===== config.mk =====
export PLATFORM = sky130hd
export DESIGN_NAME = ps2_digit_sender
export DESIGN_NICKNAME = d
export VERILOG_FILES = /design/src/rtl/ps2_pkg.sv /design/src/rtl/digit_to_scan_code.sv /design/src/rtl/ps2_digit_sender.sv
export SDC_FILE = /design/constraint.sdc
export NUM_CORES = 1
export LEC_CHECK = 0
export ABC_AREA = 1
export BUFFER_PORTS_ARGS = -buffer_cell sky130_fd_sc_hd__buf_4
export CAP_MARGIN = 30
export CELL_PAD_IN_SITES_DETAIL_PLACEMENT = 1
export CELL_PAD_IN_SITES_GLOBAL_PLACEMENT = 1
export CORE_MARGIN = 2
export CORE_UTILIZATION = 25
export CTS_CLUSTER_DIAMETER = 120
export DETAILED_ROUTE_END_ITERATION = 10
export PLACE_DENSITY = 0.51
export RECOVER_POWER = 100
export SETUP_SLACK_MARGIN = 0.02
export SYNTH_ARGS = -nofsm -noshare
export SYNTH_HDL_FRONTEND = slang
export SYNTH_SLANG_ARGS = --single-unit

===== constraint.sdc =====
create_clock -name clk -period 4.8 [get_ports clk]
set_input_delay 1.2 -clock clk [delete_from_list [all_inputs] [get_ports clk]]
set_output_delay 1.2 -clock clk [all_outputs]
set_load 0.03 [all_outputs]

===== src/rtl/ps2_pkg.sv =====
// Shared PS/2 constants, sender FSM state encoding and frame-bit helper.
package ps2_pkg;

  localparam logic [7:0] SC_0 = 8'h45;
  localparam logic [7:0] SC_1 = 8'h16;
  localparam logic [7:0] SC_2 = 8'h1E;
  localparam logic [7:0] SC_3 = 8'h26;
  localparam logic [7:0] SC_4 = 8'h25;
  localparam logic [7:0] SC_5 = 8'h2E;
  localparam logic [7:0] SC_6 = 8'h36;
  localparam logic [7:0] SC_7 = 8'h3D;
  localparam logic [7:0] SC_8 = 8'h3E;
  localparam logic [7:0] SC_9 = 8'h46;

  localparam logic [7:0] SC_BREAK = 8'hF0;

  localparam int unsigned PS2_FRAME_BITS = 11;

  typedef enum logic [1:0] {
    StIdle,
    StBitHi,
    StBitLo,
    StGap
  } state_e;

  // Cell idx of a frame: start 0, data LSB first, odd parity, stop 1.
  function automatic logic frame_bit(input logic [7:0] data, input logic [3:0] idx);
    logic [3:0] sel;
    sel = idx - 4'd1;
    if (idx == 4'd0) begin
      return 1'b0;
    end else if (idx <= 4'd8) begin
      return data[sel[2:0]];
    end else if (idx == 4'd9) begin
      return ~^data;
    end else begin
      return 1'b1;
    end
  endfunction

endpackage


===== src/rtl/digit_to_scan_code.sv =====
// Decimal digit to PS/2 set-2 make code; valid_o is low for digits 10..15.
module digit_to_scan_code
  import ps2_pkg::*;
(
  input  logic [3:0] digit_i,
  output logic [7:0] code_o,
  output logic       valid_o
);

  always_comb begin
    code_o  = 8'h00;
    valid_o = 1'b1;
    unique case (digit_i)
      4'd0:    code_o = SC_0;
      4'd1:    code_o = SC_1;
      4'd2:    code_o = SC_2;
      4'd3:    code_o = SC_3;
      4'd4:    code_o = SC_4;
      4'd5:    code_o = SC_5;
      4'd6:    code_o = SC_6;
      4'd7:    code_o = SC_7;
      4'd8:    code_o = SC_8;
      4'd9:    code_o = SC_9;
      default: valid_o = 1'b0;
    endcase
  end

endmodule


===== src/rtl/ps2_digit_sender.sv =====
// Device-side PS/2 emulator: sends make, F0, make for one decimal digit.
module ps2_digit_sender
  import ps2_pkg::*;
#(
  parameter int unsigned CLK_DIV    = 4000,
  parameter int unsigned GAP_CYCLES = 50000
) (
  input  logic       clk,
  input  logic       rst,
  input  logic [3:0] digit_in,
  input  logic       valid_in,
  input  logic       inhibit_in,
  output logic       ready_out,
  output logic       done_out,
  output logic       err_out,
  output logic       ps2_clk_out,
  output logic       ps2_data_out
);

  localparam int unsigned DivW = (CLK_DIV > 1) ? $clog2(CLK_DIV) : 1;
  localparam int unsigned GapW = (GAP_CYCLES > 1) ? $clog2(GAP_CYCLES) : 1;
  localparam logic [DivW-1:0] DivLast = DivW'(CLK_DIV - 1);
  localparam logic [GapW-1:0] GapLast = GapW'(GAP_CYCLES - 1);
  localparam logic [3:0]      LastBit = 4'(PS2_FRAME_BITS - 1);

  state_e          state_q, state_d;
  logic [DivW-1:0] div_q, div_d;
  logic [GapW-1:0] gap_q, gap_d;
  logic [3:0]      bit_q, bit_d;
  logic [1:0]      byte_q, byte_d;
  logic [7:0]      code_q, code_d;
  logic            clk_q, clk_d;
  logic            data_q, data_d;
  logic            done_q, done_d;
  logic            err_q, err_d;

  logic [7:0] dig_code;
  logic       dig_valid;
  logic [7:0] cur_byte;

  digit_to_scan_code u_map (
    .digit_i (digit_in),
    .code_o  (dig_code),
    .valid_o (dig_valid)
  );

  assign ready_out    = (state_q == StIdle) && !inhibit_in;
  assign done_out     = done_q;
  assign err_out      = err_q;
  assign ps2_clk_out  = clk_q;
  assign ps2_data_out = data_q;

  assign cur_byte = (byte_q == 2'd1) ? SC_BREAK : code_q;

  always_comb begin
    state_d = state_q;
    div_d   = div_q;
    gap_d   = gap_q;
    bit_d   = bit_q;
    byte_d  = byte_q;
    code_d  = code_q;
    clk_d   = clk_q;
    data_d  = data_q;
    done_d  = 1'b0;
    err_d   = 1'b0;
    unique case (state_q)
      StIdle: begin
        if (valid_in && ready_out) begin
          if (dig_valid) begin
            code_d  = dig_code;
            byte_d  = 2'd0;
            bit_d   = 4'd0;
            div_d   = '0;
            clk_d   = 1'b1;
            data_d  = frame_bit(dig_code, 4'd0);
            state_d = StBitHi;
          end else begin
            err_d = 1'b1;
          end
        end
      end
      StBitHi: begin
        if (div_q == DivLast) begin
          div_d   = '0;
          clk_d   = 1'b0;
          state_d = StBitLo;
        end else begin
          div_d = div_q + 1'b1;
        end
      end
      StBitLo: begin
        if (div_q == DivLast) begin
          div_d = '0;
          clk_d = 1'b1;
          if (bit_q == LastBit) begin
            gap_d   = '0;
            data_d  = 1'b1;
            state_d = StGap;
          end else begin
            bit_d   = bit_q + 4'd1;
            data_d  = frame_bit(cur_byte, bit_q + 4'd1);
            state_d = StBitHi;
          end
        end else begin
          div_d = div_q + 1'b1;
        end
      end
      StGap: begin
        if (gap_q == GapLast) begin
          if (byte_q == 2'd2) begin
            done_d  = 1'b1;
            state_d = StIdle;
          end else begin
            // Every frame opens with a 0 start bit, whatever the byte.
            byte_d  = byte_q + 2'd1;
            bit_d   = 4'd0;
            div_d   = '0;
            data_d  = 1'b0;
            state_d = StBitHi;
          end
        end else begin
          gap_d = gap_q + 1'b1;
        end
      end
      default: state_d = StIdle;
    endcase
  end

  always_ff @(posedge clk) begin
    if (rst) begin
      state_q <= StIdle;
      div_q   <= '0;
      gap_q   <= '0;
      bit_q   <= 4'd0;
      byte_q  <= 2'd0;
      code_q  <= 8'h00;
      clk_q   <= 1'b1;
      data_q  <= 1'b1;
      done_q  <= 1'b0;
      err_q   <= 1'b0;
    end else begin
      state_q <= state_d;
      div_q   <= div_d;
      gap_q   <= gap_d;
      bit_q   <= bit_d;
      byte_q  <= byte_d;
      code_q  <= code_d;
      clk_q   <= clk_d;
      data_q  <= data_d;
      done_q  <= done_d;
      err_q   <= err_d;
    end
  end

endmodule


### Word level (Yosys, flattened, before mapping)

Index checks and enable logic that the tools add are counted.

| storage, ports and cells | value |
|---|---|
| word-level logic and storage cells | 123 |
| input bits | 8 |
| register bits | 48 |
| output and inout bits | 5 |

| operators by class | value |
|---|---|
| eq/ne operators | 27 |
| add/subtract/negate cells | 5 |
| bitwise logic cells | 4 |
| multiplexer cells | 52 |
| order comparisons | 2 |
| reduce and logical (&&, ||, !) cells | 23 |

Operator list:

| operator | number |
|---|---|
| 7-bit case mux with 10 select lines | 1 |
| 12-bit two-way mux | 5 |
| 16-bit two-way mux | 3 |
| 12-bit case mux with 3 select lines | 1 |
| 16-bit case mux with 2 select lines | 1 |
| 4-bit two-way mux | 6 |
| 2-bit two-way mux | 10 |
| 1-bit two-way mux | 18 |
| 16-bit by 1-bit adder with 16-bit output, second input constant | 1 |
| 16-bit == test, second input constant | 1 |
| 4-bit by 3-bit == test with 1-bit output, second input constant | 4 |
| 4-bit == test, second input constant | 4 |
| 2-bit != test, second input constant | 8 |
| 5-bit AND reduction | 3 |
| 12-bit by 1-bit adder with 12-bit output, second input constant | 1 |
| 12-bit == test, second input constant | 1 |
| 4-bit case mux with 3 select lines | 1 |
| 10-bit OR reduction | 1 |
| 4-bit by 2-bit == test with 1-bit output, second input constant | 2 |
| 4-bit logical NOT | 2 |
| 8-bit two-way mux | 1 |
| 2-bit case mux with 4 select lines | 1 |
| 4-bit AND reduction | 2 |
| 8-bit XNOR reduction | 1 |
| other kinds (23) | 34 |

### Depth between registers and ports, before layout

Gate-level depths: netlist (run 1).

| logic depth | value |
|---|---|
| depth in word-level cells | 9 |
| gate-level depth with buffers | 15 |
| mapped depth without buffers | 14 |

### Hierarchy

Synthesis (run 1) repeated with hierarchy kept, for this count alone.

| second synthesis, totals | value |
|---|---|
| cell total of the unflattened synthesis | 524 |
| area total of the unflattened synthesis | 3394.5 um^2 |

By module, submodules not included:

| module | area an instance (um^2) | times used | cells each | seq. area each (um^2) |
|---|---|---|---|---|
| ps2_digit_sender | 3249.4 | 1 | 494 | 960.9 |
| digit_to_scan_code | 145.1 | 1 | 30 | 0.0 |

### Worst setup path before layout (run 1)

No wires, ideal clock.

| path | value |
|---|---|
| kind | input-to-output |
| start point | input port inhibit_in |
| end point | output port ready_out |
| path buffers | 0 |
| data required time | 3600 ps |
| slack | 1987 ps |
| cell stages on the path | 1 |
| arrival | 1613 ps |
| cells stage by stage | nor2_1 |

| on the way | value |
|---|---|
| word-level cells in the longest chain between the ends | 2 |

Ends and longest elaborated chain:

| item | RTL line | RTL |
|---|---|---|
| start: declaration | ps2_digit_sender.sv:12 | `input logic inhibit_in,` |
| 1-bit logical NOT | ps2_digit_sender.sv:47 | `assign ready_out = (state_q == StIdle) && !inhibit_in;` |
| 1-bit logical AND | ps2_digit_sender.sv:47 |  |
| end: declaration | ps2_digit_sender.sv:13 | `output logic ready_out,` |

No other way between the ends.

==> run_results.csv, run 1 <==
group,metric,value,unit
cells_and_area,layout.nets,558,
worst_setup_path,critPathArrivalTime,3.61,ns
placement,gp_congestion,0.7807,
cts,path_clk_slew,0.07,ns
yosys,synth_top_cell_area_share,0.2893,
cts,holdBufCountCts,0,
sta,clock_skew,0.004969,ns
pwr,peakVddDrop,0.1238,mV
yosys,synth-seq-area-share,0.2893,
status,status,"complete, but fails checks",
cts,max-clock-path-buffers,2,
global_routing,grt_max_degree,32,
drt,firstDrtPassIters,4,
placement,dp_hpwl,6912,µm
global_routing,grt_pass1_vias,3255,
yosys,synth-simple-area-share,0.4121,
cts,cts.sinks,47,
yosys,synth_cells,531,
sta,report.final.hold_viol_count,0,
drt,wl_per_cell,13.16,µm
yosys,synth.area.mux_share,0,
die,die_w,118.1,µm
sta,setup_viol,0,
sta,min_period_over_period,0.7155,
placement,io_buffers,12,
cells_and_area,area_growth,10.04,%
pwr,power_density,282.7,nW/µm²
die,coreArea,12670,µm²
die,ioPinCount,13,
yosys,synth_cell_types,37,
drt,wirelength,9341,µm
cts,clk_latency,0.29,ns
sta,period_needed,3.435,ns
yosys,synth_seq_cells,47,
yosys,syn_nets,552,
sta,drv_slew,32,
cells_and_area,drive_above_1_share,0.05204,
worst_setup_path,start_kind,"input pin",
worst_setup_path,crit_path_max_fanout,31,
cells_and_area,n_antenna_cell,0,
drt,initialDrtViolationCount,118,
placement,dpl_worst_slack,1.990,ns
status,violations,"max-capacitance violations, max-slew violations",
yosys,ys_top_cells_by_area,"dfxtp_1 29%, nand2_1 18%, nor2_1 9.3%",
drt,viasPerCell,4.542,
yosys,synth_compound_area_frac,0.1262,
global_routing,grt_overflow,0,
yosys,synth-xor-area-share,0.02693,
yosys,syn_area,3252,µm²
yosys,syn_avg_cell_area,6.124,µm²
die,die_area,13940,µm²
sta,relSlewSlack,-0.1750,
cts,htree_levels,2,
drt,detail-route-antenna-nets,0,
die,die_y,118.1,µm
drt,vias,3225,
yosys,synth_fa_ha_area_frac,0.05002,
yosys,synth_top_family_by_area,"simple AND/OR/NAND/NOR gates",
pwr,p_leak,1.348,nW
sta,tightest_slew,1.763,ns
sta,rsz0062_at_grt,"false",
cells_and_area,layout_commonest_cell,"nand2_1",
cts,cts_tree,"built",
flow_run,maxCapViolCount,1,
sta,layout_setup_ws,1.365,ns
drt,route.detailed.drc,0,
die,num_rows,41,
cts,cts-resized-gates,0,
sta,fmax,0.2912,GHz
yosys,yosysTopAreaCell,"dfxtp_1",
yosys,synth_warnings,0,
cts,postCtsSetupBuffers,0,
worst_setup_path,cp-end-kind,"register",
global_routing,grt_use_total,0.1407,
global_routing,antenna_found_initial,0,
global_routing,grt_pass1_wl,16130,µm
sta,setup_tns,0,ns
cells_and_area,layout_common_cells,"153 x nand2_1, 81 x nor2_1, 56 x inv_1, 47 x dfxtp_1, 44 x nand3_1",
min_path,hp-class,"register to register",
die,start_util,0.2566,
worst_setup_path,cp.required,4.97,ns
worst_setup_path,critPathKind,"input pin to register",
cts,cts_made_buffers,5,
cts,root_buffer,"clkbuf_16",
## flip-flops by register name, indices dropped and copies added, names as in the netlist, 2 cells and up
signal / cells
code_q: 7
byte_q: 2
bit_q: 4
gap_q: 16
state_q: 2
div_q: 12
## worst paths after layout
kind / start / end / slack [ns] / cells past startpoint
setup / recovery: rst / div_q[0] / 1.37 / 4
hold / removal: ps2_data_out / ps2_data_out / 0.48 / 2
setup reg to reg: state_q[0] / gap_q[6] / 1.92 / 6
hold reg to reg: ps2_data_out / ps2_data_out / 0.48 / 2
## critical path, stage by stage
cell	delay, ns
clkbuf_1	1.24
inv_1	0.78
o21ai_0	0.31
a21oi_1	0.07
## area by class of cell
class	count	area, µm²
Sequential cell	47	940.9
Timing Repair Buffer	12	63.81
Clock inverter	1	5.005
Multi-Input combinational cell	408	1984
Tap cell	172	215.2
Inverter	63	236.5
Fill cell	1651	9092
Clock buffer	7	132.6
## stage by stage
| step | power (mW) | cells | util | area (µm²) | hold WS (ns) |
|---|---|---|---|---|---|
| after floorplan | 0.6157 | 531 | - | 3252 | 0.4617 |
| after global placement | 0.6790 | 702 | 0.2749 | 3483 | 0.4618 |
| after detailed placement | 0.6831 | 702 | 0.2749 | 3483 | 0.4742 |
| after CTS | 1.044 | 710 | 0.2858 | 3621 | 0.4903 |
| after global routing | 1.086 | 710 | 0.2824 | 3578 | 0.5225 |
| final | 1.012 | 710 | 0.2824 | 3578 | 0.4765 |
## report_power, final
part	switching (mW)	leakage (nW)	total, mW	internal (mW)
Clock	0.157	0.0679	0.350	0.193
Combinational	0.163	0.900	0.232	0.0689
Sequential	0.0205	0.380	0.430	0.409
Total	0.340	1.35	1.01	0.671
## synthesized netlist by cell type
library cell,instances
clkbuf_1,7
nor2b_1,1
xnor2_1,3
nand4_1,10
ha_1,13
inv_2,3
nand2_2,4
nand2_4,2
or2_0,1
nor2_2,3
a31oi_1,3
nand3_2,2
o211ai_1,2
o21ai_0,23
a41oi_1,1
inv_1,56
nand3b_1,2
nor2_4,1
a21oi_1,36
dfxtp_1,47
xor2_1,7
buf_6,2
buf_4,2
a211o_1,1
buf_2,2
nand2_1,153
nor3_1,7
a21oi_4,1
o21bai_1,1
nand3_1,43
nor2_1,81
a211oi_1,2
nand3_4,1
a21oi_2,2
o21a_1,1
and2_1,1
clkinv_1,4
## kinds of logic (layout without fill, tap and decap cells)
kind of cell               Yosys count  count (layout)
and+or+nand+nor                    312             312
adders and majority gates           13              13
DFF                                 47              47
xor gates and xnor gates            10              10
buffers and inverters               76              83
AOI/OAI and AO/OA                   73              73
## per-layer routing
metal	routed length (µm)	global-route usage	vias to the layer above
li1	-	-	1713
met1	4863	0.1908	1497
met2	4265	0.2311	10
met3	123	0.02132	5
met4	89	0.03991	0
met5	0	0	-
(Power assumes the default switching activity.)
==> inputs of run 2 (changes only) <==
Settings changed: PLACE_DENSITY 0.51 to 0.52.
Clock period 4.8 ns to 2.95 ns, I/O delays scaled along.
==> run_results.csv, run 2 (synthesis results as in run 1) <==
group,metric,value,unit
status,status,"finished clean",
worst_setup_path,start_kind,"register",
cts,cts_made_buffers,5,
pwr,sw_frac_of_total,0.3366,
pwr,finalPower,1.648,mW
cts,path_clk_slew,0.07,ns
pwr,clockPowerShare,0.346,
cells_and_area,area_growth,10.00,%
cts,max-clock-path-buffers,2,
cells_and_area,layout_commonest_cell,"nand2_1",
global_routing,grt_pass1_wl,16300,µm
cts,holdBufCountCts,0,
worst_setup_path,crit_path_max_fanout,17,
sta,report.final.hold_viol_count,0,
pwr,p_leak,1.362,nW
cells_and_area,drive_above_1_share,0.04824,
worst_setup_path,r2r_start,"div_q[0]",
pwr,power_density,460.7,nW/µm²
global_routing,grt_pass1_vias,3231,
min_path,hp-class,"register to register",
cts,postCtsSetupBuffers,0,
drt,firstDrtPassIters,4,
cells_and_area,largest-register,"gap_q",
pwr,p_int,1.093,mW
cells_and_area,layout_common_cells,"156 x nand2_1, 83 x nor2_1, 57 x inv_1, 47 x dfxtp_1, 44 x nand3_1",
sta,setup_tns,0,ns
drt,route.detailed.drc,0,
pwr,seq_power_share,0.424,
pwr,power.switching,554.6,µW
min_path,min_from,"ps2_data_out",
drt,viasPerCell,4.577,
worst_setup_path,cp-end-kind,"register",
global_routing,grt_max_degree,32,
placement,io_buffers,12,
die,ioPinCount,13,
drt,wl_per_cell,13.18,µm
cells_and_area,fillCellCount,1698,
cts,root_buffer,"clkbuf_16",
sta,period_needed,2.330,ns
cts,cts_tree,"built",
pwr,comb_power_share,0.230,
die,die_area,13940,µm²
worst_setup_path,critPathKind,"register to register",
cts,clk_latency,0.30,ns
cts,cts-resized-gates,0,
sta,clock_skew,0.004086,ns
pwr,peakVddDrop,0.1632,mV
global_routing,grt_overflow,0,
cells_and_area,layout.nets,559,
cells_and_area,top_regs,"gap_q x16, div_q x12, code_q x7",
global_routing,antenna_found_initial,0,
sta,min_period_over_period,0.7898,
die,die_y,118.1,µm
placement,dp_hpwl,6876,µm
sta,setup_viol,0,
worst_setup_path,cp.required,3.11,ns
worst_setup_path,critPathArrivalTime,2.49,ns
drt,vias,3254,
die,start_util,0.2566,
sta,rsz0062_at_grt,"false",
die,num_rows,41,
worst_setup_path,crit_path_start,"div_q[0]",
die,die_w,118.1,µm
global_routing,grt_use_total,0.1419,
cts,cts.sinks,47,
cells_and_area,largest_reg_flops,16,
sta,relSlewSlack,0.4459,
sta,drv_slew,0,
drt,initialDrtViolationCount,162,
die,coreArea,12670,µm²
drt,wirelength,9372,µm
cts,htree_levels,2,
sta,fmax,0.4292,GHz
drt,detail-route-antenna-nets,0,
placement,gp_congestion,0.7646,
sta,tightest_slew,0.8311,ns
flow_run,maxCapViolCount,0,
cells_and_area,n_antenna_cell,0,
-- run 2: changes by cell type in the layout (fill, tap and decap cells not counted), moves of 2 or more --
cell      previous run  this run
buf_4                5         7
clkbuf_1             9         7
nand2_1            153       156
nand2_2              4         2
nor2_1              81        83
nor2_2               3         1
-- run 2: power groups by stage --
stage / sequential (mW) / combinational (mW) / clock (mW)
detailed placement: 0.714 / 0.398 / 0
floorplan: 0.717 / 0.285 / 0
finish: 0.699 / 0.380 / 0.570
CTS: 0.699 / 0.399 / 0.599
global route: 0.705 / 0.444 / 0.627
global placement: 0.712 / 0.389 / 0
-- run 2: final cells by class --
cell class	count	area, µm²	share of cell area
repair buffers	13	76.32	0.02134
clock inverters	1	5.005	0.001399
well taps	172	215.2	0.06016
clock buffers	7	132.6	0.03708
inverters	63	236.5	0.06611
multi-input cells	408	1971	0.5509
flip-flops and latches	47	940.9	0.2630
-- run 2: worst paths after layout --
check,to,depth (start not counted),slack [ns]
worst max register to register,gap_q[1],10,0.62
worst max-delay path,gap_q[1],10,0.62
worst min register to register,ps2_data_out,2,0.47
worst min-delay path,ps2_data_out,2,0.47
-- run 2: critical path: stages, from the launching register on --
cell and delay (ns):
dfxtp_1 0.38, ha_1 0.26, nand2_1 0.12, nor2_1 0.16, nand3_1 0.26, nand2_1 0.24
nand2_1 0.12, a21oi_4 0.42, nand2_1 0.08, o21ai_0 0.09, nor2_1 0.05
-- run 2: through the flow --
step / worst slack [ns] / hold slack, ns / utilization / area, µm² / std cells
5_1_grt: 0.2742 / 0.5214 / 0.2823 / 3577 / 711
3_5_place_dp: 0.5729 / 0.4663 / 0.2755 / 3491 / 703
2_1_floorplan: 1.062 / 0.4617 / - / 3252 / 531
4_1_cts: 0.7219 / 0.4821 / 0.2864 / 3628 / 711
3_3_place_gp: 0.6926 / 0.4582 / 0.2755 / 3491 / 703
6_report: 0.6200 / 0.4689 / 0.2823 / 3577 / 711
-- run 2: routing by layer --
layer,part of all wire,global-route usage
met2,0.45,0.2220
met1,0.53,0.1983
met3,0.015,0.02229
met4,0.013,0.04669
met5,0,0
